**config.mk**
```make
export PLATFORM = sky130hd
export DESIGN_NAME = sarsa_approx_mult_seq
export DESIGN_NICKNAME = d
export VERILOG_FILES = /design/src/rtl/sarsa_approx_mult_seq.sv
export SDC_FILE = /design/constraint.sdc
export NUM_CORES = 1
export LEC_CHECK = 0
export ABC_AREA = 1
export BUFFER_PORTS_ARGS = -buffer_cell sky130_fd_sc_hd__buf_4
export CORE_ASPECT_RATIO = 1.25
export CORE_MARGIN = 1
export CORE_UTILIZATION = 30
export CTS_BUF_LIST = sky130_fd_sc_hd__clkbuf_2
export CTS_CLUSTER_DIAMETER = 100
export CTS_CLUSTER_SIZE = 10
export DETAILED_ROUTE_END_ITERATION = 16
export HOLD_SLACK_MARGIN = 0.02
export PLACE_DENSITY = 0.55
export SLEW_MARGIN = 0
export SYNTH_ARGS = -nofsm -noshare
export SYNTH_HDL_FRONTEND = slang
export SYNTH_SLANG_ARGS = --single-unit
```
**constraint.sdc**
```tcl
create_clock -name clk -period 10.5 [get_ports clk]
set_input_delay 0 -clock clk [delete_from_list [all_inputs] [get_ports clk]]
set_output_delay 0 -clock clk [all_outputs]
set_load 0.03 [all_outputs]
```
**src/rtl/sarsa_approx_mult_seq.sv**
```systemverilog
// sarsa_approx_mult_seq: sequential 2-bit-tile multiplier, one tile per cycle,
// with exact or approximate tiles selected per operation.
module sarsa_approx_mult_seq #(
    parameter int WIDTH = 8
) (
    input  logic               clk,
    input  logic               rst_n,
    input  logic               in_valid,
    output logic               in_ready,
    input  logic [WIDTH-1:0]   a,
    input  logic [WIDTH-1:0]   b,
    input  logic               mode,
    output logic               out_valid,
    input  logic               out_ready,
    output logic [2*WIDTH-1:0] p,
    output logic               busy
);
    localparam int K = WIDTH / 2;
    localparam int IW = $clog2(K);
    localparam int PW = 2 * WIDTH;
    localparam logic [IW-1:0] LAST = IW'(K - 1);

    typedef enum logic [1:0] {IDLE, CALC, DONE} state_t;

    state_t           state_q, state_d;
    logic [WIDTH-1:0] a_q, a_d, b_q, b_d;
    logic             mode_q, mode_d;
    logic [PW-1:0]    acc_q, acc_d, p_q, p_d;
    logic [IW-1:0]    i_q, i_d, j_q, j_d;
    logic             in_ready_q, in_ready_d, out_valid_q, out_valid_d, busy_q, busy_d;
    logic [1:0]       x, y;
    logic [IW+1:0]    sh;
    logic [PW-1:0]    sum;

    function automatic logic [3:0] tile(input logic [1:0] tx, input logic [1:0] ty, input logic m);
        if (!m) return {2'b0, tx} * {2'b0, ty};
        // the two corrections keep the high corner tiles close to the exact product
        if (tx == 2'd3 && ty[1]) return ty[0] ? 4'd9 : 4'd6;
        return {3'b0, tx[0] & ty[0]} + {2'b0, tx[1], 1'b0} + {2'b0, ty[1], 1'b0};
    endfunction

    always_comb begin
        x = 2'(a_q >> {i_q, 1'b0});
        y = 2'(b_q >> {j_q, 1'b0});
        sh = {(IW + 1)'(i_q) + (IW + 1)'(j_q), 1'b0};
        sum = acc_q + (PW'(tile(x, y, mode_q)) << sh);
        state_d = state_q;
        a_d = a_q;
        b_d = b_q;
        mode_d = mode_q;
        acc_d = acc_q;
        p_d = p_q;
        i_d = i_q;
        j_d = j_q;
        in_ready_d = in_ready_q;
        out_valid_d = out_valid_q;
        busy_d = busy_q;
        case (state_q)
            IDLE: if (in_valid) begin
                state_d = CALC;
                a_d = a;
                b_d = b;
                mode_d = mode;
                acc_d = '0;
                i_d = '0;
                j_d = '0;
                in_ready_d = 1'b0;
                busy_d = 1'b1;
            end
            CALC: begin
                acc_d = sum;
                j_d = (j_q == LAST) ? '0 : j_q + 1'b1;
                i_d = (j_q == LAST) ? i_q + 1'b1 : i_q;
                if (i_q == LAST && j_q == LAST) begin
                    state_d = DONE;
                    p_d = sum;
                    i_d = '0;
                    busy_d = 1'b0;
                    out_valid_d = 1'b1;
                end
            end
            DONE: if (out_ready) begin
                state_d = IDLE;
                out_valid_d = 1'b0;
                in_ready_d = 1'b1;
            end
            default: state_d = IDLE;
        endcase
    end

    always_ff @(posedge clk or negedge rst_n) begin
        if (!rst_n) begin
            state_q <= IDLE;
            a_q <= '0;
            b_q <= '0;
            mode_q <= 1'b0;
            acc_q <= '0;
            p_q <= '0;
            i_q <= '0;
            j_q <= '0;
            in_ready_q <= 1'b1;
            out_valid_q <= 1'b0;
            busy_q <= 1'b0;
        end else begin
            state_q <= state_d;
            a_q <= a_d;
            b_q <= b_d;
            mode_q <= mode_d;
            acc_q <= acc_d;
            p_q <= p_d;
            i_q <= i_d;
            j_q <= j_d;
            in_ready_q <= in_ready_d;
            out_valid_q <= out_valid_d;
            busy_q <= busy_d;
        end
    end

    assign in_ready = in_ready_q;
    assign out_valid = out_valid_q;
    assign busy = busy_q;
    assign p = p_q;
endmodule

```
==> metrics <==
reg2reg path depth=22; Worst Path Arrival=approximately 4.2 ns; kind of start point of the critical path=register; first-pass GRT wire length=13900 um; area of the multi-input gates=1810 um2; Synth Area in Compound Gates=11.97%; pins over their slew limit=0; clock latency on the worst-skew pair=between 0.5 and 0.6 ns; slowest CP cell=dfrtp_1; max_cap viols=0; Max Buffers Root-to-Sink=2; Clock transition at path regs=around 0.19 ns; Synth Instances=between 400 and 500; critical path, cell by cell=inv_2, o211ai_1, nand2_1, inv_1, a21oi_1, ha_1, ha_1, or2_2, nand2_2, nand2_4, nand2_1, nor2_1, ha_1, nand3_1, nand3_1, a21oi_2, o21ai_2, a21boi_2, o21ai_0, or2_1, nand3_1, nand2_1; Final min period=between 3 and 4 ns; mux share of post-synthesis cell area=0%; Yosys cell types=45; outcome=finished, final reports clean; worst-path fanout max=10; main combinational cell family by area after synthesis=simple AND/OR/NAND/NOR gates; xor/xnor share of the synthesized area=about 1.8%; Worst Path Buf+Inv=2; total CTS buffers=9; final hold violation count=0; total wire length=about 8000 um; GRT Util Overall=14.68%; PortBufs=39; Sink Count=58; Slew Limit Headroom=44.30%; synth top area cells=dfrtp_1, nand2_1, ha_1; endpoints failing setup=0; Leakage=2.207 nW; PwrDens=roughly 350 nW/um2; Overflow after GRT=0; vias per inst=4.718; pin count of the biggest net entering global routing=59; Yosys warning count=0; vias in the first global route=3101; Seq. cell area=1453 um2; Ant. Diodes=0; Mapped Area=between 3000 and 4000 um2; area grow syn2layout=21.20%; Setup crit end kind=register; Seq cells post-synth=58; skew final=0.02573 ns; root buf cell=clkbuf_2; Filler Cell Count=around 1200; final core utilization=37.71%; Pre-Repair DR Iteration Count=6; syn avg cell area=between 7 and 8 um2; worst path required time=between 10 and 15 ns; share of cells above drive strength 1=~17%; antenna-violating nets left=0; DRC=0; total core area=11190 um2; CTS tree=done; drt wl/cell=between 10 and 15 um; CP max stage delay=between 0.5 and 0.6 ns; worst vdd ir=124.8 uV; die area=12040 um2; Post-DP HPWL=about 5900 um; Max Fclk=roughly 270 MHz; Stages on worst setup path=22; period utilization=approximately 36%; Crit path max-delay family=simple AND/OR/NAND/NOR gates; I/O Pins=40; Die W=98.36 um; Iteration-0 DRC Markers=~110; initial antenna violation count=0; FP Rows=43; Seq/Total Area, Yosys=about two fifths; H-tree Lvls=3; total nets after synthesis=~480; Chip Height=~120 um; Worst-Margin Slew=0.8346 ns; Synth Area in Adders=9.414%; largest area contributor in the synthesized netlist=dfrtp_1; Post-Synth Simple-Gate Area=approximately 29%; Hold Path Class=in -> async; top-area cell type share of the netlist area=40.96%; vias=roughly 3000; CP Class=reg -> reg; nets@finish=around 550; gpl congestion=0.8783; final setup TNS=0 ns; Initial Util=a little under a third; RSZ-0062 raised after global routing=false
==> layout make-up <==
type                    count  area share (%)
clock buffers               9           1.067
clock inverters             7           1.986
inverters                  47           4.180
multi-input cells         325           42.90
flip-flops and latches     58           34.42
well taps                 135           4.002
repair buffers             58           11.44
==> final timing paths <==
kind,startpoint,endpoint,slack (ns)
setup reg to reg,j_q[0],p[12],6.75
min in group clk,in_valid,b_q[5],0.11
hold / removal,rst_n,acc_q[14],0.05
hold reg to reg,in_ready,in_ready,0.48
max in group asynchronous,rst_n,acc_q[1],9.94
setup / recovery,j_q[0],p[12],6.75
==> state kept, by name (all words and copies together) (netlist names) <==
signal and count:
state_q 2, mode_q 1, i_q 2, out_valid 1, a_q 8, p 16
j_q 2, b_q 8, busy 1, in_ready 1, acc_q 16
==> synthesized netlist by cell type (all sizes together) <==
master    n
nand3    33
o31ai     2
a32o      3
o21a      1
ha       23
nor2     25
nand4     3
inv      46
a211oi    1
nor3      3
o32ai     1
xor2      4
or2       6
xnor2     3
buf       3
o211ai    2
a22oi     1
dfstp     1
nand3b    3
a31oi     2
clkinv    1
o22ai     1
a21oi    15
dfrtp    57
o21ai    37
fa        2
clkbuf    5
nand2   151
a21boi    2
a21o      1
==> kinds of logic after synthesis <==
| family | count (synthesis) |
|---|---|
| xor+xnor | 7 |
| flops | 58 |
| simple gates | 224 |
| fa+ha+maj | 25 |
| buf+inv | 55 |
| compound gates | 69 |
==> cell usage in the layout, fill, tap and decap left out, types with 2 or more instances in the layout <==
cell / instances
a21oi_1: 13
a21oi_2: 2
a31oi_1: 2
a32o_1: 3
buf_4: 39
bufinv_16: 2
clkbuf_2: 9
clkinv_1: 4
dfrtp_1: 57
dlygate4sd3_1: 19
fa_1: 2
ha_1: 23
inv_1: 41
inv_2: 5
nand2_1: 144
nand2_2: 5
nand2_4: 2
nand3_1: 26
nand3_2: 6
nand3b_1: 3
nand4_1: 3
nor2_1: 21
nor2_2: 3
nor3_1: 3
o211ai_1: 2
o21ai_0: 34
o21ai_2: 2
o31ai_1: 2
or2_1: 4
or2_2: 2
xnor2_1: 3
xor2_1: 4
==> report_power, final <==
| group | switching [W] | internal (W) |
|---|---|---|
| combinational | 0.000590 | 0.000334 |
| sequential | 0.0000701 | 0.000327 |
| clock | 0.0000867 | 0.0000760 |
| total | 0.000747 | 0.000736 |
==> per-layer routing <==
| metal | part of all wire [%] | global-route usage, % | vias to the layer above | wire (um) |
|---|---|---|---|---|
| li1 | - | - | 1558 | - |
| met1 | 47 | 17.31 | 1401 | 3720 |
| met2 | 49 | 26.28 | 46 | 3888 |
| met3 | 2.6 | 3.531 | 10 | 208 |
| met4 | 1.4 | 4.757 | 0 | 112 |
| met5 | 0 | 0 | - | 0 |
==> metrics by stage <==
| step | cells | power (W) | setup slack [ns] | cell area [um2] | hold slack (ns) |
|---|---|---|---|---|---|
| floorplan | 438 | 0.001102 | 7.205 | 3482 | -0.2956 |
| finish | 639 | 0.001483 | 6.752 | 4220 | 0.05326 |
| CTS | 639 | 0.001499 | 6.722 | 4220 | 0.05458 |
| global placement | 604 | 0.001303 | 6.930 | 3901 | 0.1201 |
| global route | 639 | 0.001648 | 6.359 | 4220 | 0.09230 |
| detailed placement | 604 | 0.001328 | 6.776 | 3901 | 0.1272 |
==> repair_timing <==
action / in CTS / in global routing
buffers inserted: 0 / 0
hold endpoints to repair: 78 / 0
hold buffers: 19 / 0
resized for setup: 0 / 0
Note: power is estimated with default switching activity, not from simulation.
